$ cat src/rtl/mem_port_arbiter.sv
// mem_port_arbiter: shares one memory unit between the instruction-fetch
// port (I, read-only word) and the load/store port (D).
//
// Ports
//   clk, reset            clock, asynchronous active-low reset
//   i_req/i_addr          fetch request, held until i_ack
//   i_ack/i_rdata/i_fault one-cycle fetch completion, data, fault qualifier
//   d_req/d_we/d_funct3/
//   d_addr/d_wdata        load/store request, held until d_ack
//   d_ack/d_rdata/d_fault one-cycle load/store completion, data, fault
//   mem_*                 memory handshake (mem_ce active low)
//   timeout               one-cycle pulse when the watchdog forces completion
//
// Flow: IDLE grants one port (round-robin on ties), BUSY holds the memory
// request until the memory reports completion (or the watchdog fires), and
// RELEASE keeps mem_ce high for one cycle so the memory returns to idle.
module mem_port_arbiter #(
  parameter int unsigned TIMEOUT_CYCLES = 1048576  // 0 disables the watchdog
) (
  input  logic        clk,
  input  logic        reset,
  input  logic        i_req,
  input  logic [31:0] i_addr,
  output logic        i_ack,
  output logic [31:0] i_rdata,
  output logic        i_fault,
  input  logic        d_req,
  input  logic        d_we,
  input  logic [2:0]  d_funct3,
  input  logic [31:0] d_addr,
  input  logic [31:0] d_wdata,
  output logic        d_ack,
  output logic [31:0] d_rdata,
  output logic        d_fault,
  output logic        mem_ce,
  output logic [2:0]  mem_funct3,
  output logic [31:0] mem_addr,
  output logic [31:0] mem_datain,
  output logic        mem_memwrite,
  input  logic [31:0] mem_dataout,
  input  logic        mem_busy,
  input  logic        mem_valid,
  input  logic        mem_fault,
  output logic        timeout
);

  typedef enum logic [1:0] {IDLE, BUSY, RELEASE} state_e;

  // Port encoding for owner/last_grant: 0 = I, 1 = D.
  state_e      state_q, state_d;
  logic        owner_q, owner_d;
  logic        last_q, last_d;
  logic        seen_q, seen_d;
  logic [31:0] cnt_q, cnt_d;
  logic        ce_q, ce_d;
  logic [2:0]  f3_q, f3_d;
  logic [31:0] addr_q, addr_d;
  logic [31:0] din_q, din_d;
  logic        we_q, we_d;
  logic        i_ack_q, i_ack_d, d_ack_q, d_ack_d;
  logic [31:0] i_rdata_q, i_rdata_d, d_rdata_q, d_rdata_d;
  logic        i_fault_q, i_fault_d, d_fault_q, d_fault_d;
  logic        timeout_q, timeout_d;

  logic        done;
  logic        wd_fire;
  logic        grant_d;

  // Writes and register accesses never raise valid; they finish when busy
  // drops after having been seen high.
  assign done    = mem_fault | mem_valid | (seen_q & ~mem_busy);
  assign wd_fire = (TIMEOUT_CYCLES != 32'd0) && (cnt_q == TIMEOUT_CYCLES - 32'd1);
  // D wins when alone, or on a tie when I was served last.
  assign grant_d = d_req & (~i_req | ~last_q);

  always_comb begin
    state_d   = state_q;
    owner_d   = owner_q;
    last_d    = last_q;
    seen_d    = seen_q;
    cnt_d     = cnt_q;
    ce_d      = ce_q;
    f3_d      = f3_q;
    addr_d    = addr_q;
    din_d     = din_q;
    we_d      = we_q;
    i_ack_d   = 1'b0;
    d_ack_d   = 1'b0;
    timeout_d = 1'b0;
    i_rdata_d = i_rdata_q;
    d_rdata_d = d_rdata_q;
    i_fault_d = i_fault_q;
    d_fault_d = d_fault_q;
    case (state_q)
      IDLE: begin
        if (i_req | d_req) begin
          owner_d = grant_d;
          last_d  = grant_d;
          seen_d  = 1'b0;
          cnt_d   = 32'd0;
          ce_d    = 1'b0;
          state_d = BUSY;
          if (grant_d) begin
            addr_d = d_addr;
            f3_d   = d_funct3;
            we_d   = d_we;
            din_d  = d_wdata;
          end else begin
            addr_d = i_addr;
            f3_d   = 3'b010;
            we_d   = 1'b0;
            din_d  = 32'd0;
          end
        end
      end
      BUSY: begin
        if (mem_busy) seen_d = 1'b1;
        if (done) begin
          ce_d    = 1'b1;
          state_d = RELEASE;
          if (owner_q) begin
            d_ack_d   = 1'b1;
            d_fault_d = mem_fault;
            if (!we_q && !mem_fault) d_rdata_d = mem_dataout;
          end else begin
            i_ack_d   = 1'b1;
            i_fault_d = mem_fault;
            if (!mem_fault) i_rdata_d = mem_dataout;
          end
        end else if (wd_fire) begin
          ce_d      = 1'b1;
          timeout_d = 1'b1;
          state_d   = RELEASE;
          if (owner_q) begin
            d_ack_d   = 1'b1;
            d_fault_d = 1'b1;
          end else begin
            i_ack_d   = 1'b1;
            i_fault_d = 1'b1;
          end
        end else begin
          cnt_d = cnt_q + 32'd1;
        end
      end
      RELEASE: state_d = IDLE;
      default: state_d = IDLE;
    endcase
  end

  always_ff @(posedge clk or negedge reset) begin
    if (!reset) begin
      state_q   <= IDLE;
      owner_q   <= 1'b0;
      last_q    <= 1'b0;
      seen_q    <= 1'b0;
      cnt_q     <= 32'd0;
      ce_q      <= 1'b1;
      f3_q      <= 3'd0;
      addr_q    <= 32'd0;
      din_q     <= 32'd0;
      we_q      <= 1'b0;
      i_ack_q   <= 1'b0;
      d_ack_q   <= 1'b0;
      i_rdata_q <= 32'd0;
      d_rdata_q <= 32'd0;
      i_fault_q <= 1'b0;
      d_fault_q <= 1'b0;
      timeout_q <= 1'b0;
    end else begin
      state_q   <= state_d;
      owner_q   <= owner_d;
      last_q    <= last_d;
      seen_q    <= seen_d;
      cnt_q     <= cnt_d;
      ce_q      <= ce_d;
      f3_q      <= f3_d;
      addr_q    <= addr_d;
      din_q     <= din_d;
      we_q      <= we_d;
      i_ack_q   <= i_ack_d;
      d_ack_q   <= d_ack_d;
      i_rdata_q <= i_rdata_d;
      d_rdata_q <= d_rdata_d;
      i_fault_q <= i_fault_d;
      d_fault_q <= d_fault_d;
      timeout_q <= timeout_d;
    end
  end

  assign i_ack        = i_ack_q;
  assign i_rdata      = i_rdata_q;
  assign i_fault      = i_fault_q;
  assign d_ack        = d_ack_q;
  assign d_rdata      = d_rdata_q;
  assign d_fault      = d_fault_q;
  assign mem_ce       = ce_q;
  assign mem_funct3   = f3_q;
  assign mem_addr     = addr_q;
  assign mem_datain   = din_q;
  assign mem_memwrite = we_q;
  assign timeout      = timeout_q;

endmodule

$ cat config.mk
export PLATFORM = sky130hd
export DESIGN_NAME = mem_port_arbiter
export DESIGN_NICKNAME = d
export VERILOG_FILES = /design/src/rtl/mem_port_arbiter.sv
export SDC_FILE = /design/constraint.sdc
export NUM_CORES = 1
export LEC_CHECK = 0
export BUFFER_PORTS_ARGS = -buffer_cell sky130_fd_sc_hd__clkbuf_2
export CORE_ASPECT_RATIO = 1.2
export CORE_MARGIN = 3
export CORE_UTILIZATION = 50
export DETAILED_ROUTE_END_ITERATION = 7
export PLACE_DENSITY = 0.81
export SLEW_MARGIN = 20
export SYNTH_ARGS = -nofsm -noshare
export SYNTH_HDL_FRONTEND = slang
export SYNTH_SLANG_ARGS = --single-unit
$ cat constraint.sdc
create_clock -name clk -period 2.6 [get_ports clk]
set_input_delay 0.13 -clock clk [delete_from_list [all_inputs] [get_ports clk]]
set_output_delay 0.13 -clock clk [all_outputs]
set_load 0.1 [all_outputs]
; Word level (Yosys, flattened, before mapping)
; Cells that the tools add are included.
[word_totals]
register_bits = 174
latchBits = 0
mem_bits_rw = 0
mem_bits_ro = 0
in_bits = 139
out_inout_bits = 138
word_cells = 90
n_memories = 0
[op_classes]
n_addsub = 1
multipliers = 0
n_div = 0
magnitude_cmp = 0
n_eq_ne = 11
shifts = 0
mux = 37
bitwise = 10
reduce_logical = 15
[ops]
columns = operator, count
row1 = 32-bit two-way mux, 5
row2 = 32-bit case mux with 2 select lines, 1
row3 = "32-bit by 1-bit adder with 32-bit output, second input constant", 1
row4 = "32-bit by 20-bit == test with 1-bit output, second input constant", 1
row5 = 1-bit two-way mux, 24
row6 = 4-bit AND reduction, 5
row7 = "2-bit != test, second input constant", 8
row8 = 2-bit two-way mux, 3
row9 = 3-bit AND reduction, 2
row10 = 1-bit inverter, 4
row11 = 1-bit bitwise OR, 4
row12 = 1-bit case mux with 2 select lines, 2
row13 = 2-bit case mux with 2 select lines, 1
row14 = 2-bit AND reduction, 2
row15 = 2-bit nonzero test, 2
row16 = 3-bit two-way mux, 1
row17 = "3-bit != test, second input constant", 1
row18 = 1-bit AND, 2
row19 = "2-bit by 1-bit == test with 1-bit output, second input constant", 1
row20 = 1-bit zero test, 2
row21 = 2-bit zero test, 1
row22 = 1-bit logical AND, 1

; Longest topological paths before layout
[depth]
word_depth = 5
depth_mapped = 7
mapped_depth_nobuf = 6

; Worst setup path before layout
; OpenSTA, ideal clock, no wires.
[synth_path]
path_kind = register to register
start = reg cnt_q[0]
end = reg cnt_q[7]
setup_time_ns = 0.110
arrival_ns = 1.987
required_ns = 2.490
path_slack_ns = 0.503
path_stages_with_launch = 8
n_path_buf = 1
period_less_slack_ns = 2.097
cell_sequence = dfrtp_1 ha_1 nand3_1 or3_1 o41ai_4 buf_6 o21ai_0 o41ai_1
[synth_via]
elab_chain_cells = 4
[synth_lines]
columns = element, line_no
row1 = "start, declared", 54  ; logic [31:0] cnt_q, cnt_d;
row2 = "start signal, assigned", 174  ; cnt_q <= cnt_d;
row3 = 32-bit by 1-bit adder with 32-bit output, 142  ; cnt_d = cnt_q + 32'd1;
row4 = 32-bit two-way mux, 130  ; end else if (wd_fire) begin
row5 = 32-bit two-way mux, 118  ; if (done) begin
row6 = 32-bit case mux with 2 select lines, 94  ; case (state_q)
; Parallel ways exist; a longest one is shown, timed or not. The select of a mux whose other input is x is not followed.
; A chain may end at the register's enable or synchronous reset.

; Worst setup path after layout
[layout_path]
start = reg last_q
end = reg addr_q[27], in the netlist mem_addr[27]
[layout_via]
elab_chain_cells = 4
[layout_lines]
columns = element, line_no
row1 = "start, declared", 52  ; logic last_q, last_d;
row2 = "start signal, assigned", 172  ; last_q <= last_d;
row3 = 1-bit inverter (no source line), --
row4 = 1-bit bitwise OR, 74  ; assign grant_d = d_req & (~i_req | ~last_q);
row5 = 1-bit AND, 74
row6 = 32-bit two-way mux, 103  ; if (grant_d) begin
row7 = "end signal, assigned", 177  ; addr_q <= addr_d;
row8 = "end, declared", 57  ; logic [31:0] addr_q, addr_d;
; No other way between the ends.

==> impl_metrics.toml <==
[outcome]
status = "finished clean"

[sta]
post-route-period-util_pct = 88.44
slew_violations = 0
setup_violations = 0
relSlewSlack_pct = 31.19
hold_violations = 0
rsz0062_at_grt = "false"
setup-tns-final_ps = 0
max_freq_mhz = 434.9
min_period_ps = 2299
worstMarginPinSlew_ps = 1032
setup_ws_ps = 300.5
fin_skew_ps = 14.20

[clock_network]
clk_pin_slew_ps = 70
cts_tree = "yes"
cts_hold_buf = 106
htreeDepth = 4
root_buffer = "clkbuf_16"
clockBufferDepth = 2
cts_sinks = 174
cts_made_buffers = 17
clk_latency_ps = 430
post_cts_resize_count = 0
cts_setup_buffers = 0

[global_routing]
grt_first_pass_wirelength_um = 38320
grt_util_all_layers_pct = 29.23
overflow = 0
grt_max_degree = 72
grt_pass1_vias = 7150
antenna_found_initial = 0

[synthesis]
synth_area_um2 = 7550
synth.avg_cell_area_um2 = 12.44
netlist.area_leader.share_pct = 57.34
synthTopCellsByArea = "dfrtp_1, mux2_4, mux2_2"
synth_area_leader_cell = "dfrtp_1"
synth_cell_types = 49
yosysWarningCount = 0
synth_seq_cells = 174
syn-instance-count = 607
yosysMostFrequentCell = "dfrtp_1"
synth_edf_count = 0
synth.top_cells.by_count = "dfrtp_1, o21ai_0, nand2_1, a22o_1, mux2_2"
synth-async-reset-ratio_pct = 100.0
ys.flop_type = "dfrtp_1"
ys_seq_area_share_pct = 57.69
syn_nets = 747

[worst_setup_path]
end_kind = "register"
worstSetupPathType = "register to register"
startpoint_type = "register"
cp_max_fo = 32
cp.arrival_ps = 2590
required_ps = 2900

[die]
fp.dieH_um = 140.6
die_w_um = 118.2
core_um2 = 14590
rows = 48
ios = 277
die_area_um2 = 16620
initial_core_util_pct = 51.73

[routing]
drt_wl_total_um = 24000
wire_per_inst_um = 20.08
drt_iter0_markers = 354
first_pass_iters = 5
drc = 0
viasPerCell = 5.659
final_antenna_net_count = 0
num_vias = 6762

[cells_and_area]
syn_to_final_growth_pct = 42.82
drive_gt1_share_pct = 40.50
multi_input_comb_area_um2 = 2939
ff_latch_area_um2 = 4355
n_antenna_cell = 0
finalNonFillerCells = 1195
fin_nets = 1124
fillers = 912

[placement]
dp_slack_ps = 375.6
dp_cells = 1059
io_buffers = 276
finalWeightedCongestion = 0.8452
hpwl_um = 14410

[hold_path]
hold_class = "primary input to register"

[flow_run]
cap_violations = 0
==> layer usage <==
layer / GRT usage (%) / wire length [µm]
met5: 0 / 0
met4: 18.02 / 1571
met3: 7.063 / 1664
met2: 50.02 / 12210
met1: 33.05 / 8552
==> cell usage in the layout (no fill, tap or decap), types with 3 or more instances in the layout <==
cell type | netlist | routed
a21oi_1 | 10 | 10
a22o_1 | 36 | 36
a31oi_1 | 13 | 13
a41oi_1 | 3 | 3
and2_1 | 6 | 6
and3_1 | 5 | 5
and4_1 | 3 | 3
buf_12 | 3 | 5
buf_4 | 0 | 11
clkbuf_16 | 0 | 17
clkbuf_2 | 0 | 275
dfrtp_1 | 173 | 173
dlygate4sd3_1 | 0 | 106
inv_1 | 7 | 7
inv_6 | 0 | 4
mux2_2 | 34 | 34
mux2_4 | 30 | 30
mux2i_1 | 32 | 32
nand2_1 | 42 | 42
nand3_1 | 18 | 18
nand4_1 | 9 | 9
nor2_1 | 14 | 14
nor2b_1 | 4 | 4
nor3_1 | 3 | 3
nor3_2 | 3 | 3
nor4_1 | 4 | 4
o21ai_0 | 66 | 66
o31ai_1 | 18 | 18
o41ai_1 | 6 | 6
or2_2 | 3 | 4
==> path summary, 6_finish.rpt <==
path	cells after the start	endpoint	slack, ps	start
worst max-delay path	5	mem_addr[27]	300	last_q
worst min-delay path	3	mem_addr[11]	10	d_addr[11]
worst max register to register	5	mem_addr[27]	300	last_q
worst min register to register	2	mem_addr[8]	490	mem_addr[8]
max in group asynchronous	3	cnt_q[4]	1510	reset
min in group asynchronous	2	i_rdata[20]	310	reset
==> kinds of logic (layout without fill, tap and decap cells) <==
logic type	count (synthesis)	after routing	share of synthesized area (%)
buffers and inverters	47	435	3.530
flip-flops	174	174	57.69
AND/OR/NAND/NOR	125	125	8.668
adder cells (fa/ha/maj)	1	1	0.1657
multiplexers	96	96	15.28
AO/OA/AOI/OAI	164	164	14.67
==> through the flow <==
step	util [%]	instance area, µm²	hold WS (ps)
after detailed placement	62.64	9141	181.0
after floorplan	-	7550	-165.6
final	73.89	10780	12.39
after global routing	73.89	10780	16.16
after CTS	73.89	10780	0.08793
after global placement	62.64	9141	176.9
==> cell type report <==
| class | count | share of cell area [%] |
|---|---|---|
| clock buffer | 17 | 3.945 |
| clock inverter | 13 | 1.439 |
| inverter | 7 | 0.2437 |
| multi-input combinational | 386 | 27.26 |
| sequential | 174 | 40.39 |
| tap | 200 | 2.321 |
| timing repair buffer | 398 | 24.40 |
==> worst max-delay path, stage by stage, from the launching register on <==
cell and delay, ps:
dfrtp_1 460, a21boi_4 190, buf_4 480, mux2i_1 330, dlygate4sd3_1 610, o21ai_0 80
==> sequential cells by signal, indices dropped and copies added, names as in the netlist <==
signal / count
d_fault: 1
cnt_q: 32
seen_q: 1
i_fault: 1
mem_ce: 1
last_q: 1
mem_funct3: 3
d_rdata: 32
d_ack: 1
i_rdata: 32
i_ack: 1
timeout: 1
mem_memwrite: 1
mem_datain: 32
state_q: 2
mem_addr: 32
Power is left out: the tool's default activity adds up to more than one toggle a clock period on the data nets, which glitch-free logic cannot reach.
